--- config.mk ---
export PLATFORM = sky130hd
export DESIGN_NAME = dcache_wb_responder
export DESIGN_NICKNAME = d
export VERILOG_FILES = /design/src/rtl/dcache_wb_responder_pkg.sv /design/src/rtl/dcache_line_array.sv /design/src/rtl/dcache_wb_responder.sv
export SDC_FILE = /design/constraint.sdc
export NUM_CORES = 1
export LEC_CHECK = 0
export BUFFER_PORTS_ARGS = -buffer_cell sky130_fd_sc_hd__buf_2
export CAP_MARGIN = 20
export CORE_AREA = 2 2 317 319
export CTS_BUF_LIST = sky130_fd_sc_hd__clkbuf_16
export DETAILED_ROUTE_END_ITERATION = 8
export DIE_AREA = 0 0 319 321
export PLACE_DENSITY = 0.76
export REMOVE_ABC_BUFFERS = 1
export SYNTH_ARGS = -nofsm -noshare
export SYNTH_HDL_FRONTEND = slang
export SYNTH_HIERARCHICAL = 1
export SYNTH_SLANG_ARGS = --single-unit
export TNS_END_PERCENT = 50
--- constraint.sdc ---
create_clock -name clk -period 15.2 [get_ports clk]
set_input_delay 1.52 -clock clk [delete_from_list [all_inputs] [get_ports clk]]
set_output_delay 1.52 -clock clk [all_outputs]
set_load 0.01 [all_outputs]
--- src/rtl/dcache_wb_responder_pkg.sv ---
// Shared definitions for the write-back D-cache responder: FSM encoding,
// address/line geometry and word select/merge helpers.
package dcache_wb_responder_pkg;

    localparam int ADDR_W      = 30;
    localparam int LINE_ADDR_W = 28;
    localparam int WORD_W      = 32;
    localparam int OFFSET_W    = 2;
    localparam int LINE_W      = 128;
    localparam int IDX_LSB     = OFFSET_W;

    typedef enum logic [1:0] {
        ST_IDLE      = 2'd0,
        ST_WRITEBACK = 2'd1,
        ST_ALLOCATE  = 2'd2
    } state_t;

    function automatic logic [WORD_W-1:0] line_word(input logic [LINE_W-1:0]   line,
                                                    input logic [OFFSET_W-1:0] off);
        return line[{off, 5'b00000} +: WORD_W];
    endfunction

    function automatic logic [LINE_W-1:0] line_merge(input logic [LINE_W-1:0]   line,
                                                     input logic [OFFSET_W-1:0] off,
                                                     input logic [WORD_W-1:0]   word);
        logic [LINE_W-1:0] merged;
        merged = line;
        merged[{off, 5'b00000} +: WORD_W] = word;
        return merged;
    endfunction

endpackage

--- src/rtl/dcache_line_array.sv ---
// Per-set valid/dirty/tag/data storage. Synchronous write, combinational read.
// Reset clears valid and dirty only; tags and data keep their contents.
module dcache_line_array
    import dcache_wb_responder_pkg::*;
#(
    parameter int NUM_SETS = 8,
    parameter int IDX_W    = 3,
    parameter int TAG_W    = 25
) (
    input  logic              clk,
    input  logic              rst,
    input  logic [IDX_W-1:0]  i_idx,
    input  logic              i_we,
    input  logic              i_wdirty,
    input  logic [TAG_W-1:0]  i_wtag,
    input  logic [LINE_W-1:0] i_wdata,
    output logic              o_valid,
    output logic              o_dirty,
    output logic [TAG_W-1:0]  o_tag,
    output logic [LINE_W-1:0] o_data
);

    logic [NUM_SETS-1:0] r_valid;
    logic [NUM_SETS-1:0] r_dirty;
    logic [TAG_W-1:0]    r_tag  [NUM_SETS];
    logic [LINE_W-1:0]   r_data [NUM_SETS];

    always_ff @(posedge clk) begin
        if (rst) begin
            r_valid <= '0;
            r_dirty <= '0;
        end else if (i_we) begin
            r_valid[i_idx] <= 1'b1;
            r_dirty[i_idx] <= i_wdirty;
        end
    end

    always_ff @(posedge clk) begin
        if (i_we && !rst) begin
            r_tag[i_idx]  <= i_wtag;
            r_data[i_idx] <= i_wdata;
        end
    end

    assign o_valid = r_valid[i_idx];
    assign o_dirty = r_dirty[i_idx];
    assign o_tag   = r_tag[i_idx];
    assign o_data  = r_data[i_idx];

endmodule

--- src/rtl/dcache_wb_responder.sv ---
// Direct-mapped write-back/write-allocate D-cache controller.
// Define DCACHE_FILL_BYPASS_EN to complete a miss on the fill's mem_ready cycle.
module dcache_wb_responder
    import dcache_wb_responder_pkg::*;
#(
    parameter int NUM_SETS = 8,
    parameter int IDX_W    = 3
) (
    input  logic                   clk,
    input  logic                   rst,
    input  logic                   proc_ren,
    input  logic                   proc_wen,
    input  logic [ADDR_W-1:0]      proc_addr,
    input  logic [WORD_W-1:0]      proc_wdata,
    output logic                   proc_stall,
    output logic [WORD_W-1:0]      proc_rdata,
    output logic                   mem_read,
    output logic                   mem_write,
    output logic [LINE_ADDR_W-1:0] mem_addr,
    output logic [LINE_W-1:0]      mem_wdata,
    input  logic [LINE_W-1:0]      mem_rdata,
    input  logic                   mem_ready,
    output state_t                 dbg_state
);

    localparam int TAG_W = LINE_ADDR_W - IDX_W;

    // Core handshake: a request (ren|wen) is held stable while proc_stall=1 and
    // is served in the first cycle proc_stall=0; ren&wen together is a write.
    state_t              r_state;
    state_t              w_state_nxt;
    logic [OFFSET_W-1:0] w_off;
    logic [IDX_W-1:0]    w_idx;
    logic [TAG_W-1:0]    w_tag;
    logic                w_req;
    logic                w_write;
    logic                w_read;
    logic                w_valid;
    logic                w_dirty;
    logic [TAG_W-1:0]    w_ltag;
    logic [LINE_W-1:0]   w_line;
    logic                w_hit;
    logic                w_we;
    logic                w_wdirty;
    logic [LINE_W-1:0]   w_wline;

    assign w_off   = proc_addr[OFFSET_W-1:0];
    assign w_idx   = proc_addr[IDX_LSB +: IDX_W];
    assign w_tag   = proc_addr[ADDR_W-1 -: TAG_W];
    assign w_req   = proc_ren | proc_wen;
    assign w_write = proc_wen;
    assign w_read  = proc_ren & ~proc_wen;
    assign w_hit   = w_valid && (w_ltag == w_tag);

    dcache_line_array #(
        .NUM_SETS (NUM_SETS),
        .IDX_W    (IDX_W),
        .TAG_W    (TAG_W)
    ) u_lines (
        .clk      (clk),
        .rst      (rst),
        .i_idx    (w_idx),
        .i_we     (w_we),
        .i_wdirty (w_wdirty),
        .i_wtag   (w_tag),
        .i_wdata  (w_wline),
        .o_valid  (w_valid),
        .o_dirty  (w_dirty),
        .o_tag    (w_ltag),
        .o_data   (w_line)
    );

    always_ff @(posedge clk) begin
        if (rst) begin
            r_state <= ST_IDLE;
        end else begin
            r_state <= w_state_nxt;
        end
    end

    always_comb begin
        w_state_nxt = r_state;
        case (r_state)
            ST_IDLE: begin
                if (w_req && !w_hit) begin
                    w_state_nxt = (w_valid && w_dirty) ? ST_WRITEBACK : ST_ALLOCATE;
                end
            end
            ST_WRITEBACK: if (mem_ready) w_state_nxt = ST_ALLOCATE;
            ST_ALLOCATE:  if (mem_ready) w_state_nxt = ST_IDLE;
            default:      w_state_nxt = ST_IDLE;
        endcase
    end

    // Memory strobes decode only r_state, so they are glitch-free and can never overlap.
    always_comb begin
        proc_stall = 1'b0;
        proc_rdata = '0;
        mem_read   = 1'b0;
        mem_write  = 1'b0;
        mem_addr   = '0;
        mem_wdata  = '0;
        w_we       = 1'b0;
        w_wdirty   = 1'b0;
        w_wline    = mem_rdata;
        case (r_state)
            ST_IDLE: begin
                if (w_req && w_hit) begin
                    if (w_write) begin
                        w_we     = 1'b1;
                        w_wdirty = 1'b1;
                        w_wline  = line_merge(w_line, w_off, proc_wdata);
                    end else begin
                        proc_rdata = line_word(w_line, w_off);
                    end
                end else if (w_req) begin
                    proc_stall = 1'b1;
                end
            end
            ST_WRITEBACK: begin
                proc_stall = 1'b1;
                mem_write  = 1'b1;
                mem_addr   = {w_ltag, w_idx};
                mem_wdata  = w_line;
            end
            ST_ALLOCATE: begin
                proc_stall = 1'b1;
                mem_read   = 1'b1;
                mem_addr   = {w_tag, w_idx};
                if (mem_ready) begin
                    w_we = 1'b1;
`ifdef DCACHE_FILL_BYPASS_EN
                    proc_stall = 1'b0;
                    if (w_write) begin
                        w_wdirty = 1'b1;
                        w_wline  = line_merge(mem_rdata, w_off, proc_wdata);
                    end else if (w_read) begin
                        proc_rdata = line_word(mem_rdata, w_off);
                    end
`endif
                end
            end
            default: proc_stall = 1'b1;
        endcase
    end

    assign dbg_state = r_state;

endmodule

==> results of run 1 <==
[flip-flops by register name, indices dropped and copies added, names as in the netlist]
name,cells
u_lines/r_data,1024
u_lines/r_tag,200
u_lines/r_dirty,8
u_lines/r_valid,8
dbg_state,2
[cells by family after synthesis]
family,synth area share
flip-flops,0.699
buffers and inverters,0.0263
multiplexers,0.213
adder cells (fa/ha/maj),0.00188
XOR/XNOR,0.00412
AO/OA/AOI/OAI,0.0172
AND/OR/NAND/NOR,0.0390
[worst min path at each step]
stage                        from            endpoint  slack (ns)  cells after the start
6_report       u_lines/r_valid[3]  u_lines/r_valid[3]        0.46                      2
5_1_grt        u_lines/r_valid[3]  u_lines/r_valid[3]        0.48                      2
4_1_cts        u_lines/r_valid[3]  u_lines/r_valid[3]        0.46                      2
3_3_place_gp   u_lines/r_valid[5]  u_lines/r_valid[5]        0.44                      2
2_1_floorplan  u_lines/r_valid[6]  u_lines/r_valid[6]        0.42                      2
3_5_place_dp   u_lines/r_valid[7]  u_lines/r_valid[7]        0.44                      2
[worst min-delay path: stages, from the launching register on]
cell and delay (ns):
dfxtp_1 0.31, inv_1 0.05, a21oi_1 0.05
[area by class of cell]
type	count	area, µm²
clock buffers	118	2950
clock inverters	103	875
fillers	6977	38900
inverters	139	522
multi-input cells	1216	14700
flip-flops and latches	1242	37100
well taps	1298	1620
repair buffers	445	2510
[cells in the final DEF (no fill, tap or decap), types with 3 or more instances in the layout]
cell and instances:
a22oi_1 25, nand4b_1 4, clkbuf_16 118, o21ai_0 128, and2_1 132, dfxtp_1 18, mux4_2 340, ha_1 3
mux2i_1 11, nor2_1 19, clkinv_1 25, buf_2 383, mux2_2 184, nor3_2 4, nor2b_1 59, and4bb_2 3
clkinvlp_4 7, a21oi_1 5, nand2_1 137, ha_2 3, clkinv_2 29, mux2_4 98, buf_16 4, nand4_1 8
bufinv_16 12, inv_1 158, clkinv_8 3, buf_4 53, clkinv_4 3, xnor2_1 25, inv_6 3, edfxtp_1 1224
nor2_4 6
[power by group through the flow]
| stage | Combinational, W | Sequential [W] | Clock [W] |
|---|---|---|---|
| 2_1_floorplan | 0.000256 | 0.00386 | 0 |
| 4_1_cts | 0.000474 | 0.00379 | 0.00291 |
| 5_1_grt | 0.000508 | 0.00379 | 0.00304 |
| 3_3_place_gp | 0.000457 | 0.00386 | 0 |
| 3_5_place_dp | 0.000471 | 0.00386 | 0 |
| 6_report | 0.000476 | 0.00379 | 0.00286 |
[stage by stage]
step	setup slack, ns	instance area, µm²
after floorplan	-2.96	52300
after global placement	6.07	56400
after detailed placement	5.96	56400
after CTS	6.65	60200
after global routing	6.80	60300
final	7.24	60300
[metal layers]
layer / track usage / share of wire / vias to the layer above
met5: 0 / 0.00020 / -
met4: 0.0700 / 0.025 / 4
met3: 0.0458 / 0.092 / 205
met2: 0.417 / 0.49 / 1528
met1: 0.355 / 0.39 / 14592
li1: - / - / 11733
==> results.ini, run 1 <==
[setup_path]
rr_worst_depth = 11
cp_data_arrival_time_ns = 8.27
r2r_start = u_lines/r_tag[4][3]
cp_top_family = buffers and inverters
r2r_slack_ns = 9.04
r2r_end = u_lines/r_data[0][87]
cp.buffers_inverters = 5
crit_type = input pin to flip-flop
crit_slowest_cell = buf_4
cp.depth = 14
path_cells = buf_8, buf_4, buf_16, mux4_2, mux2_2, xnor2_1, nand4_1, nor4_4, nand3_4, nand2_1, or3b_2, nor3_2, buf_4, buf_4
critical_path.most_common_cell = buf_4
worstSetupEndpointType = flip-flop
slowest_delay_ns = 0.82
cp.required_ns = 15.51
path_max_fanout = 63
crit_end = u_lines/r_data[0][87]
cp-start-kind = input pin
critPathLaunch = proc_addr[2]

[layout]
syn_to_final_growth_pct = 13.6
stdcell_count = 4561
diodes = 0
drive_gt1_frac = 0.389
fin_util = 0.608
final_nets = 3364

[routing]
vias_per_cell = 6.15
drt-pass1-iter-count = 6
dr.first_iter.drc_count = 3162
route.detailed.drc = 0
ant_nets = 0
routed_wl_mm = 130
vias = 28062
wl_per_cell_um = 28.6

[clock_network]
cts_hold_buf = 0
clock_latency_ns = 0.71
clockRootBuffer = clkbuf_16
cts_setup_buffers = 0
cts_resized = 0
cts_max_level = 3
cts_made_buffers = 117
clock_path_buffers = 3
clk_pin_slew_ns = 0.06
cts_sinks = 1242
cts_tree = yes

[status]
outcome = complete, no violations

[floorplanning]
coreArea_um2 = 99300
dieWidth_um = 319
die_height_um = 321
start_util = 0.535
ioPinCount = 388
num_rows = 116
die_area_um2 = 102000

[power_and_ir_drop]
powerDensity_nw_per_um2 = 118
power.total_w = 0.00713
p_seq_frac = 0.531
p_int_w = 0.00561
p_sw_frac = 0.213
switchingPower_w = 0.00152
leakage_nw = 20.9
power.share.combinational = 0.067
clockPowerShare = 0.402
worst_ir_drop_vdd_v = 0.000101

[timing]
setup_viol = 0
hold_ws_ns = 0.456
drv_slew = 0
period_minus_slack_ns = 7.96
setup-tns-final_ns = 0
tightest_slew_ns = 1.17
hold_viol_final = 0
period_share = 0.524
skew_ns = 0.0231
fmax_mhz = 126
rsz0062_at_grt = false
slew_headroom = 0.222

[placement]
dp.cells = 4336
dp_hpwl_mm = 73.9
gp_congestion = 0.807
portBuffers = 387

[logic_synthesis]
synth_common_cells = 1224 x edfxtp_1, 340 x mux4_2, 184 x mux2_2
ys_top_cells_by_area = edfxtp_1 69%, mux4_2 14%, mux2_2 3.9%, mux2_4 2.8%, and2_1 1.6%
ys_warn_count = 6
ys_ff_latch = 1242
yosysTopAreaCellShare = 0.692
synth_cells = 2764
synth_edf_count = 1224
async_flop_share = 0
ys.flop_type = edfxtp_1
synth.avg_cell_area_um2 = 19.2
yosys.cell_count.top_type = edfxtp_1
ys_types = 42
netlist.top_cell.by_area = edfxtp_1
syn_area_um2 = 53100
ys_seq_area_frac = 0.699

[global_routing]
antenna_found_initial = 6
grt_overflow = 0
grt.total_usage = 0.254
grt_max_degree = 154
grt_pass1_vias = 28571
grt_pass1_wl_mm = 190

[hold_path]
min_path_type = flip-flop to flip-flop

[run]
drv_cap = 0

Note: power is estimated with default switching activity, not from simulation.
==> run 2, diff against run 1 <==
clock period = 6.75 ns   (was 15.2 ns; I/O delays follow)
==> run 2 against run 1 <==
Largest power group unchanged. Register-to-register slack worse by 6.9 ns. Routed wire length about the same. Sequential share of layout area down 0.21 points. Worst setup slack worse by 5.6 ns. Non-clock buffer count down 3. First-iteration DRC count up 2.8%. Sequential power up 130%. Total power up 130%. Via count up 0.55%. Largest cell class unchanged. Cell count up 0.11%. Clock power up 130%. Critical endpoint is now proc_rdata[8].
==> results.ini, run 2 (synthesized netlist as in run 1, its figures left out) <==
[power_and_ir_drop]
power.total_w = 0.0162  ; +130%
clockPowerShare = 0.408  ; +0.006
p_sw_frac = 0.210  ; -0.00280
worst_ir_drop_vdd_v = 0.000227  ; +130%
p_seq_frac = 0.527  ; -0.004
powerDensity_nw_per_um2 = 267  ; +130%
leakage_nw = 21.0  ; +0.22%
switchingPower_w = 0.00340  ; +120%
power.share.combinational = 0.065  ; -0.002
p_int_w = 0.0128  ; +130%

[hold_path]
min_path_type = input pin to flip-flop
min_path_cells = 1  ; -1

[floorplanning]
die_height_um = 321  ; unchanged
coreArea_um2 = 99300  ; unchanged
ioPinCount = 388  ; unchanged
num_rows = 116  ; unchanged
die_area_um2 = 102000  ; unchanged
start_util = 0.535  ; unchanged
dieWidth_um = 319  ; unchanged

[clock_network]
cts_hold_buf = 0  ; unchanged
cts_resized = 0  ; unchanged
cts_max_level = 3  ; unchanged
clk_pin_slew_ns = 0.06  ; about the same
clockRootBuffer = clkbuf_16
cts_setup_buffers = 0  ; unchanged
clock_path_buffers = 3  ; unchanged
clock_latency_ns = 0.69  ; -0.02 ns
cts_sinks = 1242  ; unchanged
cts_tree = yes
cts_made_buffers = 119  ; +1.7%

[timing]
drv_slew = 0  ; unchanged
slew_headroom = 0.217  ; -0.00524
period_share = 0.765
fmax_mhz = 194
skew_ns = 0.0285  ; +0.00536 ns
tightest_slew_ns = 1.17  ; +0.00786 ns
rsz0062_at_grt = false
hold_viol_final = 0  ; unchanged
setup_viol = 0  ; unchanged
setup-tns-final_ns = 0  ; unchanged
period_minus_slack_ns = 5.16

[routing]
route.detailed.drc = 0  ; unchanged
vias_per_cell = 6.18  ; +0.44%
ant_nets = 0  ; unchanged
vias = 28216  ; +0.55%
drt-pass1-iter-count = 6  ; unchanged
wl_per_cell_um = 28.6  ; about the same
routed_wl_mm = 130  ; about the same
dr.first_iter.drc_count = 3251  ; +2.8%

[placement]
dp_hpwl_mm = 72.9  ; -1.4%
dp.cells = 4337  ; +0.023%
portBuffers = 387  ; unchanged
dpl_cell_area_um2 = 56600  ; +0.37%
gp_congestion = 0.833  ; +3.2%

[setup_path]
rr_worst_depth = 10  ; -1
path_max_fanout = 54  ; -14%
cp.required_ns = 6.07  ; -9.44 ns
crit_type = input pin to output port
cp-start-kind = input pin
worstSetupEndpointType = output port
cp_data_arrival_time_ns = 4.49  ; -3.78 ns

[layout]
final_common_cell = edfxtp_1
fin_util = 0.610  ; +0.00204
reg_top3 = u_lines/r_data: 1024 flops, u_lines/r_tag: 200 flops
final_nets = 3363  ; -0.030%
fin_area_um2 = 60500  ; +0.34%
n_fill_cell = 6899  ; -1.1%
regArea_um2 = 37100  ; unchanged
stdcell_count = 4566  ; +0.11%
regMostFlops = u_lines/r_data
syn_to_final_growth_pct = 14.0
largest_register_ffs = 1024  ; unchanged
multi_input_area_um2 = 14700  ; unchanged
layout_common_cells = 1224 x edfxtp_1, 383 x buf_2, 340 x mux4_2, 184 x mux2_2, 156 x inv_1
drive_gt1_frac = 0.389  ; about the same

[global_routing]
grt_pass1_wl_mm = 189  ; -0.33%
grt_overflow = 0  ; unchanged
grt.total_usage = 0.253  ; -0.00157
grtUsageMet2 = 0.411  ; -0.00654
gr-usage-met3 = 0.0578  ; +0.0120
met1_usage = 0.343  ; -0.0127
grt_max_degree = 130  ; -16%
antenna_found_initial = 8  ; +2
grt_pass1_vias = 28784  ; +0.75%
gr-max-usage-layer = met2

[status]
outcome = complete, no violations

[run]
drv_cap = 0  ; unchanged

==> run 2: cell types whose count changed in the layout (fill, tap and decap cells not counted), sizes merged <==
cell / previous run / this run
buf: 445 / 442
diode: 0 / 2
clkbuf: 118 / 123
inv: 162 / 163
bufinv: 12 / 13
clkinvlp: 7 / 8
clkinv: 61 / 59
==> run 2: final cells by class <==
class | count | share of cell area
sequential | 1242 | 0.613
multi-input combinational | 1216 | 0.244
clock buffer | 123 | 0.0508
timing repair buffer | 442 | 0.0430
tap | 1298 | 0.0268
clock inverter | 104 | 0.0140
inverter | 139 | 0.00862
antenna | 2 | 0.0000827
==> run 2: stage by stage <==
stage               hold slack (ns)  setup WS (ns)
floorplan                     0.416         -10.57
global placement              0.431           1.25
detailed placement            0.443           1.23
CTS                           0.256           1.48
global route                  0.281           1.29
finish                        0.300           1.59
==> run 2: final timing paths <==
check,start,end,slack (ns)
min reg2reg,u_lines/r_valid[6],u_lines/r_valid[6],0.45
max,proc_addr[2],proc_rdata[8],1.59
max reg2reg,u_lines/r_tag[7][5],u_lines/r_data[0][56],2.12
min,proc_addr[14],u_lines/r_tag[1][9],0.30
==> run 2: worst max-delay path, stage by stage <==
cell and delay (ns):
buf_8 0.44, buf_4 0.58, buf_4 0.85, mux4_2 0.61, mux2_2 0.31, mux4_2 0.46
nor2b_1 0.21, buf_2 0.22
==> run 2: routing by layer <==
metal / up-vias / routed length, µm / share of wire
met3: 213 / 11700 / 0.090
met1: 14770 / 51000 / 0.39
li1: 11743 / - / -
met4: 14 / 3520 / 0.027
met5: - / 138 / 0.0011
met2: 1476 / 64100 / 0.49
==> run 2: power groups by stage <==
stage,clock (W),combinational [W],sequential (W)
4_1_cts,0.00671,0.00104,0.00853
2_1_floorplan,0,0.000575,0.00870
3_5_place_dp,0,0.00104,0.00869
3_3_place_gp,0,0.00100,0.00869
6_report,0.00661,0.00104,0.00853
5_1_grt,0.00701,0.00111,0.00853
